--- src/rtl/acc_cpu_run_sequencer_pkg.sv ---
// acc_cpu_pkg: shared widths, opcodes and sequencer state encoding for the accumulator CPU host side
package acc_cpu_pkg;
    localparam int INSTR_W = 12;
    localparam int ADDR_W = 4;
    localparam int DATA_W = 8;
    localparam int DEPTH = 1 << ADDR_W;

    localparam logic [3:0] OP_LOAD = 4'b0001;
    localparam logic [3:0] OP_ADD = 4'b0010;
    localparam logic [3:0] OP_SUB = 4'b0011;
    localparam logic [3:0] OP_HALT = 4'b1010;

    typedef enum logic [2:0] {
        S_IDLE,
        S_LOAD,
        S_ARMED,
        S_RUN,
        S_CAPTURE,
        S_DONE
    } seq_state_e;
endpackage

--- src/rtl/acc_cpu_run_sequencer_if.sv ---
// acc_cpu_run_sequencer_if: valid/ready program-load port from the host
interface acc_cpu_run_sequencer_if;
    logic ld_valid;
    logic ld_ready;
    logic ld_last;
    logic [acc_cpu_pkg::INSTR_W-1:0] ld_data;

    modport master (output ld_valid, ld_data, ld_last, input ld_ready);
    modport slave (input ld_valid, ld_data, ld_last, output ld_ready);
endinterface

--- src/rtl/acc_cpu_run_sequencer_optable.sv ---
// acc_shadow_optable: 16x4 shadow copy of loaded opcodes, async read by CPU pc
module acc_shadow_optable
    import acc_cpu_pkg::*;
(
    input  logic              clk,
    input  logic              reset,
    input  logic              clr,
    input  logic              we,
    input  logic [ADDR_W-1:0] waddr,
    input  logic [3:0]        wdata,
    input  logic [ADDR_W-1:0] raddr,
    output logic [3:0]        rdata
);
    logic [3:0] mem [DEPTH];

    // a write in the clearing cycle lands after the clear
    always_ff @(posedge clk) begin
        if (reset || clr)
            for (int i = 0; i < DEPTH; i++) mem[i] <= '0;
        if (we && !reset)
            mem[waddr] <= wdata;
    end

    assign rdata = mem[raddr];
endmodule

--- src/rtl/acc_cpu_run_sequencer.sv ---
// acc_cpu_run_sequencer: loads a program into the CPU, runs it, detects HALT/overrun/watchdog, captures AC
module acc_cpu_run_sequencer
    import acc_cpu_pkg::*;
#(
    parameter int         MAX_CYCLES = 64,
    parameter logic [3:0] HALT_OP    = OP_HALT
) (
    input  logic               clk,
    input  logic               reset,
    acc_cpu_run_sequencer_if.slave ld,
    input  logic               start,
    input  logic               abort,
    output logic               cpu_reset,
    output logic               cpu_we,
    output logic [ADDR_W-1:0]  cpu_instr_addr,
    output logic [INSTR_W-1:0] cpu_instr_in,
    input  logic [DATA_W-1:0]  cpu_ac,
    input  logic [ADDR_W-1:0]  cpu_pc,
    output logic               busy,
    output logic               done,
    output logic [DATA_W-1:0]  result,
    output logic               timeout,
    output logic               overrun,
    output logic [ADDR_W:0]    prog_len
);
    seq_state_e state, state_n;
    logic [ADDR_W-1:0] wr_ptr, wr_ptr_n, wp;
    logic [7:0] cycle_cnt, cycle_cnt_n;
    logic [ADDR_W:0] prog_len_n;
    logic [ADDR_W-1:0] addr_n;
    logic [INSTR_W-1:0] instr_n;
    logic [DATA_W-1:0] result_n;
    logic ld_ready_q, ld_ready_n;
    logic we_n, timeout_n, overrun_n, cpu_reset_n, busy_n, done_n;
    logic hs, fresh, final_beat, last_taken, tab_clr, tab_we;
    logic halt_hit, overrun_hit, wd_hit;
    logic [3:0] shadow_op;

    acc_shadow_optable u_optable (
        .clk   (clk),
        .reset (reset),
        .clr   (tab_clr),
        .we    (tab_we),
        .waddr (wp),
        .wdata (ld.ld_data[INSTR_W-1:INSTR_W-4]),
        .raddr (cpu_pc),
        .rdata (shadow_op)
    );

    assign ld.ld_ready = ld_ready_q;
    assign hs          = ld.ld_valid && ld_ready_q;
    assign fresh       = state inside {S_IDLE, S_ARMED, S_DONE};
    assign wp          = fresh ? '0 : wr_ptr;
    assign final_beat  = ld.ld_last || (wp == ADDR_W'(DEPTH - 1));
    assign halt_hit    = shadow_op == HALT_OP;
    assign overrun_hit = {1'b0, cpu_pc} >= prog_len;
    assign wd_hit      = cycle_cnt == 8'(MAX_CYCLES - 1);

    always_ff @(posedge clk) begin
        if (reset) begin
            state          <= S_IDLE;
            wr_ptr         <= '0;
            cycle_cnt      <= '0;
            prog_len       <= '0;
            cpu_we         <= 1'b0;
            cpu_instr_addr <= '0;
            cpu_instr_in   <= '0;
            ld_ready_q     <= 1'b0;
            cpu_reset      <= 1'b1;
            busy           <= 1'b0;
            done           <= 1'b0;
            result         <= '0;
            timeout        <= 1'b0;
            overrun        <= 1'b0;
        end else begin
            state          <= state_n;
            wr_ptr         <= wr_ptr_n;
            cycle_cnt      <= cycle_cnt_n;
            prog_len       <= prog_len_n;
            cpu_we         <= we_n;
            cpu_instr_addr <= addr_n;
            cpu_instr_in   <= instr_n;
            ld_ready_q     <= ld_ready_n;
            cpu_reset      <= cpu_reset_n;
            busy           <= busy_n;
            done           <= done_n;
            result         <= result_n;
            timeout        <= timeout_n;
            overrun        <= overrun_n;
        end
    end

    always_comb begin
        state_n     = state;
        wr_ptr_n    = wr_ptr;
        cycle_cnt_n = '0;
        prog_len_n  = prog_len;
        we_n        = 1'b0;
        addr_n      = cpu_instr_addr;
        instr_n     = cpu_instr_in;
        result_n    = result;
        timeout_n   = timeout;
        overrun_n   = overrun;
        last_taken  = 1'b0;
        tab_clr     = 1'b0;
        tab_we      = 1'b0;
        if (abort) begin
            state_n    = S_IDLE;
            wr_ptr_n   = '0;
            prog_len_n = '0;
            timeout_n  = 1'b0;
            overrun_n  = 1'b0;
        end else if (hs) begin
            tab_clr    = fresh;
            tab_we     = 1'b1;
            we_n       = 1'b1;
            addr_n     = wp;
            instr_n    = ld.ld_data;
            wr_ptr_n   = wp + 1'b1;
            timeout_n  = 1'b0;
            overrun_n  = 1'b0;
            last_taken = final_beat;
            prog_len_n = final_beat ? {1'b0, wp} + 1'b1 : (fresh ? '0 : prog_len);
            state_n    = final_beat ? S_ARMED : S_LOAD;
        end else begin
            case (state)
                S_ARMED, S_DONE: if (start) begin
                    state_n   = S_RUN;
                    timeout_n = 1'b0;
                    overrun_n = 1'b0;
                end
                S_RUN: begin
                    cycle_cnt_n = cycle_cnt + 1'b1;
                    if (halt_hit) begin
                        state_n = S_CAPTURE;
                    end else if (overrun_hit) begin
                        state_n   = S_DONE;
                        overrun_n = 1'b1;
                        result_n  = cpu_ac;
                    end else if (wd_hit) begin
                        state_n   = S_DONE;
                        timeout_n = 1'b1;
                        result_n  = cpu_ac;
                    end
                end
                S_CAPTURE: begin
                    state_n  = S_DONE;
                    result_n = cpu_ac;
                end
                default: ;
            endcase
        end
        // ld_ready drops for one cycle after the closing beat
        ld_ready_n  = !last_taken && (state_n inside {S_IDLE, S_LOAD, S_ARMED, S_DONE});
        cpu_reset_n = !(state_n inside {S_RUN, S_CAPTURE});
        busy_n      = state_n inside {S_LOAD, S_RUN, S_CAPTURE};
        done_n      = state_n == S_DONE;
    end
endmodule

--- src/flat_wrapper.sv ---
// flat-port wrapper written by rule: the top's interface ports become plain ports
module acc_cpu_run_sequencer_flat import acc_cpu_pkg::*;
#(
    parameter int         MAX_CYCLES = 64,
    parameter logic [3:0] HALT_OP    = OP_HALT
)
  (clk, reset, start, abort, cpu_reset, cpu_we, cpu_instr_addr, cpu_instr_in, cpu_ac, cpu_pc, busy, done, result, timeout, overrun, prog_len, ld_ld_valid, ld_ld_data, ld_ld_last, ld_ld_ready);
  acc_cpu_run_sequencer_if ld_i ();
  input  logic clk;
  input  logic reset;
  input  logic start;
  input  logic abort;
  output logic cpu_reset;
  output logic cpu_we;
  output logic [ADDR_W-1:0] cpu_instr_addr;
  output logic [INSTR_W-1:0] cpu_instr_in;
  input  logic [DATA_W-1:0] cpu_ac;
  input  logic [ADDR_W-1:0] cpu_pc;
  output logic busy;
  output logic done;
  output logic [DATA_W-1:0] result;
  output logic timeout;
  output logic overrun;
  output logic [ADDR_W:0] prog_len;
  input wire logic [$bits(ld_i.ld_valid)-1:0] ld_ld_valid;
  input wire logic [$bits(ld_i.ld_data)-1:0] ld_ld_data;
  input wire logic [$bits(ld_i.ld_last)-1:0] ld_ld_last;
  output wire logic [$bits(ld_i.ld_ready)-1:0] ld_ld_ready;
  assign ld_i.ld_valid = ld_ld_valid;
  assign ld_i.ld_data = ld_ld_data;
  assign ld_i.ld_last = ld_ld_last;
  assign ld_ld_ready = ld_i.ld_ready;
  acc_cpu_run_sequencer #(.MAX_CYCLES(MAX_CYCLES), .HALT_OP(HALT_OP)) u_core (.clk(clk), .reset(reset), .ld(ld_i), .start(start), .abort(abort), .cpu_reset(cpu_reset), .cpu_we(cpu_we), .cpu_instr_addr(cpu_instr_addr), .cpu_instr_in(cpu_instr_in), .cpu_ac(cpu_ac), .cpu_pc(cpu_pc), .busy(busy), .done(done), .result(result), .timeout(timeout), .overrun(overrun), .prog_len(prog_len));
endmodule
--- config.mk ---
export PLATFORM = sky130hd
export DESIGN_NAME = acc_cpu_run_sequencer_flat
export DESIGN_NICKNAME = d
export VERILOG_FILES = /design/src/rtl/acc_cpu_run_sequencer_pkg.sv /design/src/rtl/acc_cpu_run_sequencer_if.sv /design/src/rtl/acc_cpu_run_sequencer_optable.sv /design/src/rtl/acc_cpu_run_sequencer.sv /design/src/flat_wrapper.sv
export SDC_FILE = /design/constraint.sdc
export NUM_CORES = 1
export LEC_CHECK = 0
export BUFFER_PORTS_ARGS = -buffer_cell sky130_fd_sc_hd__buf_4
export CORE_MARGIN = 1
export CORE_UTILIZATION = 40
export CTS_CLUSTER_SIZE = 24
export DETAILED_ROUTE_END_ITERATION = 10
export PLACE_DENSITY = 0.6
export RECOVER_POWER = 100
export REMOVE_ABC_BUFFERS = 1
export SYNTH_ARGS = -nofsm -noshare
export SYNTH_HDL_FRONTEND = slang
export SYNTH_SLANG_ARGS = --single-unit
--- constraint.sdc ---
create_clock -name clk -period 6.3 [get_ports clk]
set_input_delay 0.63 -clock clk [delete_from_list [all_inputs] [get_ports clk]]
set_output_delay 0.63 -clock clk [all_outputs]
set_load 0.01 [all_outputs]
==> results.json, run 1 <==
{
  "status": "finished, violations left",
  "violations": "capacitance limit, slew limit",
  "overflow": 0,
  "finalWorstSetupSlack_ns": 2.69,
  "ys_async_sr_fraction": 0,
  "synthMostInstantiatedCell": "nand2_1",
  "grt.met1_usage": 0.251,
  "synth_edf_count": 64,
  "ios": 66,
  "synth_common_cells": "nand2_1 (68), edfxtp_1 (64), nor2_1 (53), nor3_1 (53), dfxtp_1 (51)",
  "drv_slew": 9,
  "cp-endpoint": "u_core.u_optable.mem[12][3]$_SDFFCE_PN0P_",
  "maxCapViolations": 1,
  "p_per_area_nw_per_um2": 304,
  "crit_buf_inv": 0,
  "vias": 3798,
  "path_delay_family": "simple AND/OR/NAND/NOR gates",
  "synth.distinct_cells": 51,
  "leakagePower_nw": 2.10,
  "worst_path_max_delay_cell": "nor2_1",
  "grt.met2_usage": 0.265,
  "setup.worst_path.start": "u_core.ld.ld_ready$_SDFF_PP0_",
  "synth.area.top_cells": "edfxtp_1 (38%), dfxtp_1 (20%), nor3_1 (5.3%)",
  "cts.sinks": 115,
  "yosys.area.top_type_share": 0.382,
  "synthToLayoutAreaGrowth_pct": 20.0,
  "drc_errors": 0,
  "cts_tree": "yes",
  "slew-limit-headroom": -0.0493,
  "slowest_delay_ns": 0.67,
  "syn_area_sq_um": 5040,
  "max-clock-path-buffers": 2,
  "place.gp.congestion": 0.781,
  "grt_max_degree": 35,
  "rows": 40,
  "rsz0062_at_grt": "no",
  "fmax_ghz": 0.277,
  "die_x_um": 114,
  "fin_skew_ns": 0.00676,
  "tns_ns": 0,
  "setup_viol": 0,
  "hold_buffers": 0,
  "yosysSeqAreaShare": 0.584,
  "worst_pin_slew_ns": 1.56,
  "grt_pass1_vias": 3548,
  "routedWlPerCell_um": 15.1,
  "r2r-end": "u_core.u_optable.mem[12][3]$_SDFFCE_PN0P_",
  "coreArea_sq_um": 12200,
  "r2r_start": "u_core.ld.ld_ready$_SDFF_PP0_",
  "period_share": 0.573,
  "busiest_layer": "met2",
  "nNetsFinal": 590,
  "rr_worst_depth": 5,
  "yosysTopAreaCell": "edfxtp_1",
  "ir_worst_vdd_v": 0.000204,
  "start_util": 0.414,
  "syn_inst": 498,
  "pre_cts_slack_ns": 2.57,
  "insertion_delay_ns": 0.41,
  "via_per_inst": 5.19,
  "ctsResizeCount": 0,
  "final_hold_viol_count": 0,
  "post-dp-hpwl_um": 7490,
  "cts-root-buf": "clkbuf_16",
  "drtPass1Iterations": 5,
  "finalCriticalPeriod_ns": 3.61,
  "die_area_sq_um": 13000,
  "path_max_fanout": 21,
  "r2r_slack_ns": 2.69,
  "ys_ff_latch": 115,
  "postCtsSetupRepairBufs": 0,
  "nFillCells": 1148,
  "io_buffers": 65,
  "cp.required_ns": 6.35,
  "drive_gt1_frac": 0.112,
  "drtAntennaViolNets": 0,
  "antenna_found_initial": 0,
  "h-tree-depth": 4,
  "critPathKind": "reg2reg",
  "cts_made_buffers": 17,
  "cp-start-kind": "register",
  "endpoint_kind": "register",
  "met3_usage": 0.0561,
  "synth.avg_cell_area_sq_um": 10.1,
  "synth_top_flop_cell": "edfxtp_1",
  "grt_pass1_wl_um": 17700,
  "worstPathCellList": "and2_0 > nand2b_1 > nor2_1 > nand2_1 > o21ai_0",
  "hold_class": "reg2reg",
  "dr.first_iter.drc_count": 277,
  "antenna_cells": 0,
  "drt_wl_total_um": 11000,
  "die_y_um": 114,
  "cp.arrival_ns": 3.66,
  "clk_pin_slew_ns": 0.05,
  "path_depth": 5,
  "grt_use_total": 0.181,
  "synth_warnings": 0
}
## where the power goes
part           internal, mW  total, mW  leakage (nW)  switching [mW]
logic                0.0304     0.0885         0.725          0.0581
registers             0.816      0.824          1.09         0.00782
clock network         0.613      0.925         0.290           0.312
total                  1.46       1.84          2.10           0.378
## per-layer routing
| metal | part of all wire | up-vias | wire (um) |
|---|---|---|---|
| met5 | 0 | - | 0 |
| met4 | 0.015 | 0 | 165 |
| met3 | 0.057 | 14 | 630 |
| met2 | 0.45 | 95 | 4920 |
| met1 | 0.48 | 1798 | 5310 |
| li1 | - | 1891 | - |
## cell type report
| cell class | count | area (sq um) | area share |
|---|---|---|---|
| Inverter | 13 | 48.8 | 0.00807 |
| Timing Repair Buffer | 66 | 360 | 0.0596 |
| Multi-Input combinational cell | 338 | 1900 | 0.314 |
| Sequential cell | 115 | 2940 | 0.487 |
| Clock inverter | 4 | 45.0 | 0.00745 |
| Tap cell | 168 | 210 | 0.0348 |
| Clock buffer | 28 | 537 | 0.0888 |
## worst min-delay path by stage
stage | end | startpoint | cells after the start
floorplan | u_core.cycle_cnt[0]$_SDFF_PP0_ | u_core.cycle_cnt[0]$_SDFF_PP0_ | 1
global placement | u_core.cpu_instr_in[4]$_SDFFE_PP0P_ | u_core.cpu_instr_in[4]$_SDFFE_PP0P_ | 2
detailed placement | u_core.cycle_cnt[0]$_SDFF_PP0_ | u_core.cycle_cnt[0]$_SDFF_PP0_ | 1
CTS | u_core.result[7]$_SDFFE_PP0P_ | cpu_ac[7] | 3
global route | u_core.result[1]$_SDFFE_PP0P_ | cpu_ac[1] | 3
finish | u_core.cycle_cnt[0]$_SDFF_PP0_ | u_core.cycle_cnt[0]$_SDFF_PP0_ | 1
## state kept, by name, summed over array words and instances, names as in the netlist, 3 cells and up
name	flops
u_core.state	3
u_core.cycle_cnt	8
u_core.result	8
u_core.cpu_instr_addr	4
u_core.u_optable.mem	64
u_core.prog_len	5
u_core.wr_ptr	4
u_core.cpu_instr_in	12
## stage by stage
step                total power [mW]  hold WS, ns  std cells   util  instance area, sq um
floorplan                      0.884        0.430        466      -                  4900
global placement               0.929        0.446        700  0.461                  5610
detailed placement             0.931        0.447        700  0.461                  5610
CTS                             1.85        0.447        732  0.509                  6190
global route                    1.89        0.458        732  0.497                  6040
finish                          1.84        0.455        732  0.497                  6040
## kinds of logic after synthesis
family                     Yosys count  share of synthesized area
AOI/OAI and AO/OA                   76                     0.0954
xor gates and xnor gates             8                     0.0139
adders and majority gates            9                     0.0224
buffers and inverters               45                     0.0358
DFF                                115                      0.584
muxes                                8                     0.0159
and+or+nand+nor                    237                      0.232
## placed cells by master (no fill, tap or decap), types with 3 or more instances in the layout
cell type,count
xor2_1,4
edfxtp_1,64
nand3_1,17
nor4bb_1,11
inv_1,13
nor2_1,53
nand2_1,68
clkbuf_1,40
nand4_1,3
nor3_1,53
buf_4,30
dfxtp_1,51
clkbuf_8,7
nand3b_1,4
a22oi_1,4
mux2i_1,8
o21ai_0,23
xnor2_1,4
clkbuf_16,17
nor2b_1,8
nand2b_1,4
clkinv_2,3
ha_1,9
a21oi_1,30
No activity file was read; power rests on OpenSTA's default activity.
==> run 2: changes to the inputs <==
- ABC_AREA: not set -> 1
- clock period: 6.3 -> 3.45 ns (I/O delays scaled with it)
==> run 2 against run 1 <==
The run now ends clean. Worst setup slack worse by 1.9 ns. Via count up 4.2%. Combinational power up 120%. Clock power up 79%. Clock skew up 0.00074 ns. Critical path type unchanged. Critical endpoint is now u_core.u_optable.mem[13][2]$_SDFFCE_PN0P_. Highest routed layer unchanged.
==> results.json, run 2 <==
{
  "worst_path_max_delay_cell": "clkbuf_1",
  "slowest_delay_ns": 0.72,
  "synth_xor_area_frac": 0,
  "synth.avg_cell_area_sq_um": 8.88,
  "antenna_cells": 0,
  "yosys.area.top_type_share": 0.381,
  "synth-compound-area-share": 0.0679,
  "worst_pin_slew_ns": 0.943,
  "h-tree-depth": 4,
  "drc_errors": 0,
  "ios": 66,
  "io_buffers": 65,
  "yosysTopAreaCell": "edfxtp_1",
  "ys_async_sr_fraction": 0,
  "hold_class": "in2reg",
  "synthMuxAreaShare": 0,
  "synth_common_cells": "nor2_1 (149), nand2_1 (78), edfxtp_1 (64)",
  "registers.top_by_ff_count": "u_core.u_optable.mem",
  "holdPathStages": 2,
  "coreArea_sq_um": 12200,
  "cts-root-buf": "clkbuf_16",
  "status": "complete, no violations",
  "synth_edf_count": 64,
  "r2r-end": "u_core.u_optable.mem[13][2]$_SDFFCE_PN0P_",
  "vias": 3956,
  "cp.arrival_ns": 2.76,
  "drt_wl_total_um": 11500,
  "grt_pass1_vias": 3711,
  "hold_buffers": 0,
  "endpoint_kind": "register",
  "layout_common_cells": "nor2_1 (158), nand2_1 (82), edfxtp_1 (64)",
  "p_per_area_nw_per_um2": 556,
  "postCtsSetupRepairBufs": 0,
  "yosysSeqAreaShare": 0.583,
  "drv_slew": 0,
  "cp-start-kind": "register",
  "clk_pin_slew_ns": 0.05,
  "highest_layer": "met4",
  "synthToLayoutAreaGrowth_pct": 20.3,
  "synth_warnings": 0,
  "routedWlPerCell_um": 14.0,
  "synthMostInstantiatedCell": "nor2_1",
  "synth_fa_ha_area_frac": 0.0223,
  "die_y_um": 114,
  "via_per_inst": 4.80,
  "syn_inst": 568,
  "overflow": 0,
  "cts_made_buffers": 17,
  "reg.largest.list": "u_core.u_optable.mem x64, u_core.cpu_instr_in x12",
  "syn_area_sq_um": 5050,
  "crit_buf_inv": 2,
  "path_delay_family": "buffers and inverters",
  "stdcell_count": 824,
  "hold_ws_ns": 0.141,
  "maxCapViolations": 0,
  "route.met3.wl_um": 590,
  "grt_use_total": 0.186,
  "ctsResizeCount": 0,
  "insertion_delay_ns": 0.42,
  "hold-path-endpoint": "u_core.state[1]$_SDFF_PP0_",
  "nFillCells": 1202,
  "rsz0062_at_grt": "no",
  "post-dp-hpwl_um": 8060,
  "rows": 40,
  "ir_worst_vdd_v": 0.000269,
  "r2r_slack_ns": 0.79,
  "fin_skew_ns": 0.00750,
  "synth.distinct_cells": 34,
  "tns_ns": 0,
  "max-clock-path-buffers": 2,
  "synth_top_flop_cell": "edfxtp_1",
  "finalCriticalPeriod_ns": 2.66,
  "yosys.area_share.simple": 0.263,
  "synth.area.top_cells": "edfxtp_1 (38%), dfxtp_1 (20%), nor2_1 (11%)",
  "slew-limit-headroom": 0.371,
  "ys_ff_latch": 115,
  "path_max_fanout": 26,
  "wirelength_met1_um": 5100,
  "layout.cells.most_common": "nor2_1",
  "critPathKind": "reg2reg",
  "die_area_sq_um": 13100,
  "die_x_um": 114,
  "cts.sinks": 115,
  "grt_pass1_wl_um": 18300,
  "worstPathCellList": "nand2_1 > nor2_1 > clkbuf_1 > a21oi_1 > clkbuf_1 > nand2_1",
  "drtPass1Iterations": 4,
  "synth_top_family_by_area": "simple AND/OR/NAND/NOR gates",
  "setup_viol": 0,
  "cts_tree": "yes",
  "antenna_found_initial": 0,
  "start_util": 0.415,
  "period_share": 0.772,
  "leakagePower_nw": 2.48,
  "final_hold_viol_count": 0,
  "drive_gt1_frac": 0.120,
  "r2r_start": "u_core.ld.ld_ready$_SDFF_PP0_",
  "largest_reg_flops": 64,
  "grt_max_degree": 29,
  "dr.first_iter.drc_count": 218,
  "fmax_ghz": 0.375,
  "hold_start": "reset",
  "rr_worst_depth": 6,
  "wl_met2_um": 5640,
  "cp.required_ns": 3.55,
  "drtAntennaViolNets": 0,
  "nNetsFinal": 682,
  "place.gp.congestion": 0.871,
  "placedCellCount": 792
}
-- run 2: changes by cell type in the layout (fill, tap and decap cells not counted), sizes merged, moves of 5 or more --
cell | previous run | this run
mux2i | 8 | 0
nor4bb | 11 | 0
nor2 | 53 | 166
nand4 | 3 | 8
nor3 | 53 | 5
o21ai | 23 | 32
clkinv | 3 | 8
nand2 | 68 | 90
nand3 | 17 | 28
inv | 13 | 64
nor2b | 8 | 0
a21oi | 30 | 21
-- run 2: power breakdown --
group	total (mW)	internal, mW	leakage (nW)	switching, mW
Clock	1.66	1.09	0.289	0.572
Sequential	1.52	1.50	1.08	0.0189
Combinational	0.191	0.0609	1.11	0.130
Total	3.37	2.65	2.48	0.721
-- run 2: logic make-up (layout without fill, tap and decap cells) --
logic type / Yosys count / after routing
AOI/OAI and AO/OA: 61 / 61
adders and majority gates: 9 / 9
buffers and inverters: 81 / 169
DFF: 115 / 115
and+or+nand+nor: 302 / 302
-- run 2: how the worst max path moves through the flow --
stage	from	depth (start not counted)	end	slack (ns)
after global placement	u_core.state[0]$_SDFF_PP0_	11	u_core.u_optable.mem[2][2]$_SDFFCE_PN0P_	1.27
after CTS	u_core.state[0]$_SDFF_PP0_	11	u_core.u_optable.mem[2][2]$_SDFFCE_PN0P_	1.13
after global routing	u_core.ld.ld_ready$_SDFF_PP0_	6	u_core.u_optable.mem[9][1]$_SDFFCE_PN0P_	0.54
final	u_core.ld.ld_ready$_SDFF_PP0_	6	u_core.u_optable.mem[13][2]$_SDFFCE_PN0P_	0.79
after detailed placement	u_core.state[0]$_SDFF_PP0_	11	u_core.u_optable.mem[2][2]$_SDFFCE_PN0P_	1.16
after floorplan	u_core.ld.ld_ready$_SDFF_PP0_	4	u_core.u_optable.mem[0][0]$_SDFFCE_PN0P_	1.17
-- run 2: routing by layer --
layer  vias to the layer above  global-route usage
li1                       1999                   -
met1                      1844               0.227
met2                        97               0.315
met3                        16              0.0535
met4                         0              0.0649
met5                         -                   0
-- run 2: stage by stage --
step | util | area, sq um | worst slack (ns) | power, mW
floorplan | - | 4990 | 1.17 | 1.66
global placement | 0.469 | 5710 | 1.27 | 1.75
detailed placement | 0.469 | 5710 | 1.16 | 1.76
CTS | 0.517 | 6280 | 1.13 | 3.42
global route | 0.499 | 6070 | 0.538 | 3.49
finish | 0.499 | 6070 | 0.786 | 3.37
-- run 2: layout make-up --
type                    instances  area, sq um  area share
inverters                      70          269      0.0443
clock inverters                 3         15.0     0.00247
flip-flops and latches        115         2940       0.485
clock buffers                  29          562      0.0925
multi-input cells             372         1710       0.282
repair buffers                 67          360      0.0593
well taps                     168          210      0.0346
==> run 3: changes to the inputs <==
- ABC_AREA: 1 -> 0
- clock period: 3.45 -> 2.6 ns (I/O delays scaled with it)
==> run 3 against run 2 <==
First-iteration DRC count rose by 37%. Worst setup slack got worse by 0.59 ns. Highest routed layer unchanged. Largest cell class unchanged. Fmax rose by 11%. Non-clock buffer count rose by 18. Final area rose by 0.35%. Largest power group is now registers. Register-to-register slack got worse by 0.59 ns. Clock power rose by 20%.
==> results.json, run 3 (synthesis results as in run 1) <==
{
  "via_per_inst": 5.21,
  "placedCellCount": 719,
  "worstPathCellList": "nand3b_1 > o21a_1 > nand2_1 > inv_1 > ha_1 > nand2_1 > o21ai_0",
  "rows": 40,
  "drt_wl_total_um": 11600,
  "ir_worst_vdd_v": 0.000439,
  "endpoint_kind": "register",
  "slew-limit-headroom": 0.510,
  "layout.cells.most_common": "nand2_1",
  "registers.top_by_ff_count": "u_core.u_optable.mem",
  "hold_buffers": 0,
  "reg.largest.list": "u_core.u_optable.mem x64, u_core.cpu_instr_in x12",
  "hold_class": "in2reg",
  "cp-start-kind": "register",
  "fin_skew_ns": 0.00866,
  "h-tree-depth": 4,
  "drive_gt1_frac": 0.122,
  "finalCriticalPeriod_ns": 2.40,
  "r2r_start": "u_core.state[1]$_SDFF_PP0_",
  "period_share": 0.924,
  "antenna_cells": 0,
  "fmax_ghz": 0.416,
  "grt_max_degree": 35,
  "ctsResizeCount": 0,
  "cp.arrival_ns": 2.44,
  "r2r_slack_ns": 0.20,
  "path_max_fanout": 10,
  "status": "complete, no violations",
  "synthToLayoutAreaGrowth_pct": 21.0,
  "postCtsSetupRepairBufs": 0,
  "ios": 66,
  "cts_made_buffers": 17,
  "grt_pass1_vias": 3717,
  "vias": 3911,
  "nFillCells": 1184,
  "drv_slew": 0,
  "p_per_area_nw_per_um2": 693,
  "r2r-end": "u_core.u_optable.mem[10][2]$_SDFFCE_PN0P_",
  "rr_worst_depth": 7,
  "drc_errors": 0,
  "worst_path_max_delay_cell": "o21ai_0",
  "rsz0062_at_grt": "no",
  "start_util": 0.414,
  "slowest_delay_ns": 0.60,
  "layout_common_cells": "nand2_1 (68), edfxtp_1 (64), nor2_1 (53), nor3_1 (53), clkbuf_1 (52)",
  "leakagePower_nw": 2.13,
  "post-dp-hpwl_um": 8050,
  "insertion_delay_ns": 0.41,
  "largest_reg_flops": 64,
  "drtPass1Iterations": 5,
  "routedWlPerCell_um": 15.4,
  "nNetsFinal": 609,
  "cts_tree": "yes",
  "io_buffers": 65,
  "coreArea_sq_um": 12200,
  "dr.first_iter.drc_count": 298,
  "grt_pass1_wl_um": 18500,
  "die_area_sq_um": 13000,
  "final_hold_viol_count": 0,
  "overflow": 0,
  "place.gp.congestion": 0.842,
  "setup.worst_path.start": "u_core.state[1]$_SDFF_PP0_",
  "fin_area_sq_um": 6090,
  "cp.required_ns": 2.64,
  "setup_viol": 0,
  "critPathKind": "reg2reg",
  "clk_pin_slew_ns": 0.05,
  "die_x_um": 114,
  "maxCapViolations": 0,
  "stdcell_count": 751,
  "path_common_cell": "nand2_1",
  "cp-endpoint": "u_core.u_optable.mem[10][2]$_SDFFCE_PN0P_",
  "cts.sinks": 115,
  "antenna_found_initial": 0,
  "drtAntennaViolNets": 0,
  "die_y_um": 114,
  "cts-root-buf": "clkbuf_16",
  "dpl_cell_area_sq_um": 5750,
  "worst_pin_slew_ns": 0.733,
  "grt_use_total": 0.189,
  "max-clock-path-buffers": 2
}
run 3: changes by cell type in the layout (fill, tap and decap cells not counted), sizes merged, moves of 10 or more:
cell	delta
buf	+10
nor2	-113
nor3	+48
nor4bb	+11
inv	-51
nand3	-11
nand2	-22
run 3: worst min path at each step:
| stage | from | endpoint | slack, ns | cells past startpoint |
|---|---|---|---|---|
| final | cpu_ac[0] | u_core.result[0]$_SDFFE_PP0P_ | 0.09 | 3 |
| after global routing | cpu_ac[0] | u_core.result[0]$_SDFFE_PP0P_ | 0.08 | 3 |
| after CTS | cpu_ac[0] | u_core.result[0]$_SDFFE_PP0P_ | 0.07 | 3 |
| after detailed placement | u_core.cpu_instr_in[1]$_SDFFE_PP0P_ | u_core.cpu_instr_in[1]$_SDFFE_PP0P_ | 0.45 | 2 |
| after global placement | u_core.cpu_instr_in[4]$_SDFFE_PP0P_ | u_core.cpu_instr_in[4]$_SDFFE_PP0P_ | 0.44 | 2 |
| after floorplan | reset | u_core.busy$_SDFF_PP0_ | 0.33 | 1 |
run 3: critical path: cells and delay by family, from the launching register on:
family | cells | cell delay [ns]
AND/OR/NAND/NOR | 3 | 0.51
flip-flops | 1 | 0.32
AO/OA/AOI/OAI | 2 | 0.87
buffers and inverters | 1 | 0.14
adder cells (fa/ha/maj) | 1 | 0.18
run 3: through the flow:
step | power [mW] | util | setup TNS [ns] | hold WS, ns | setup slack [ns]
final | 4.22 | 0.501 | 0 | 0.0871 | 0.198
after global placement | 2.26 | 0.473 | 0 | 0.444 | 0.343
after CTS | 4.28 | 0.515 | 0 | 0.0724 | 0.228
after global routing | 4.37 | 0.501 | 0 | 0.0772 | 0.0103
after detailed placement | 2.27 | 0.473 | 0 | 0.447 | 0.249
after floorplan | 2.14 | - | -1.17 | 0.329 | -0.0271
run 3: cell type report:
type / instances / area (sq um) / share of cell area
inverters: 13 / 48.8 / 0.00801
multi-input cells: 338 / 1910 / 0.314
flip-flops and latches: 115 / 2940 / 0.483
well taps: 168 / 210 / 0.0345
clock buffers: 26 / 479 / 0.0786
repair buffers: 85 / 467 / 0.0766
clock inverters: 6 / 32.5 / 0.00534
run 3: per-layer routing:
metal  up-vias  GRT usage  wire, um
met5         -          0         0
met4         0     0.0753       159
met3        15     0.0588       713
met2       117      0.291      5400
met1      1853      0.249      5320
li1       1926          -         -
run 3: power by group:
group	switching (mW)	leakage, nW	internal (mW)
sequential	0.0177	1.09	1.98
combinational	0.148	0.787	0.0777
clock	0.748	0.252	1.25
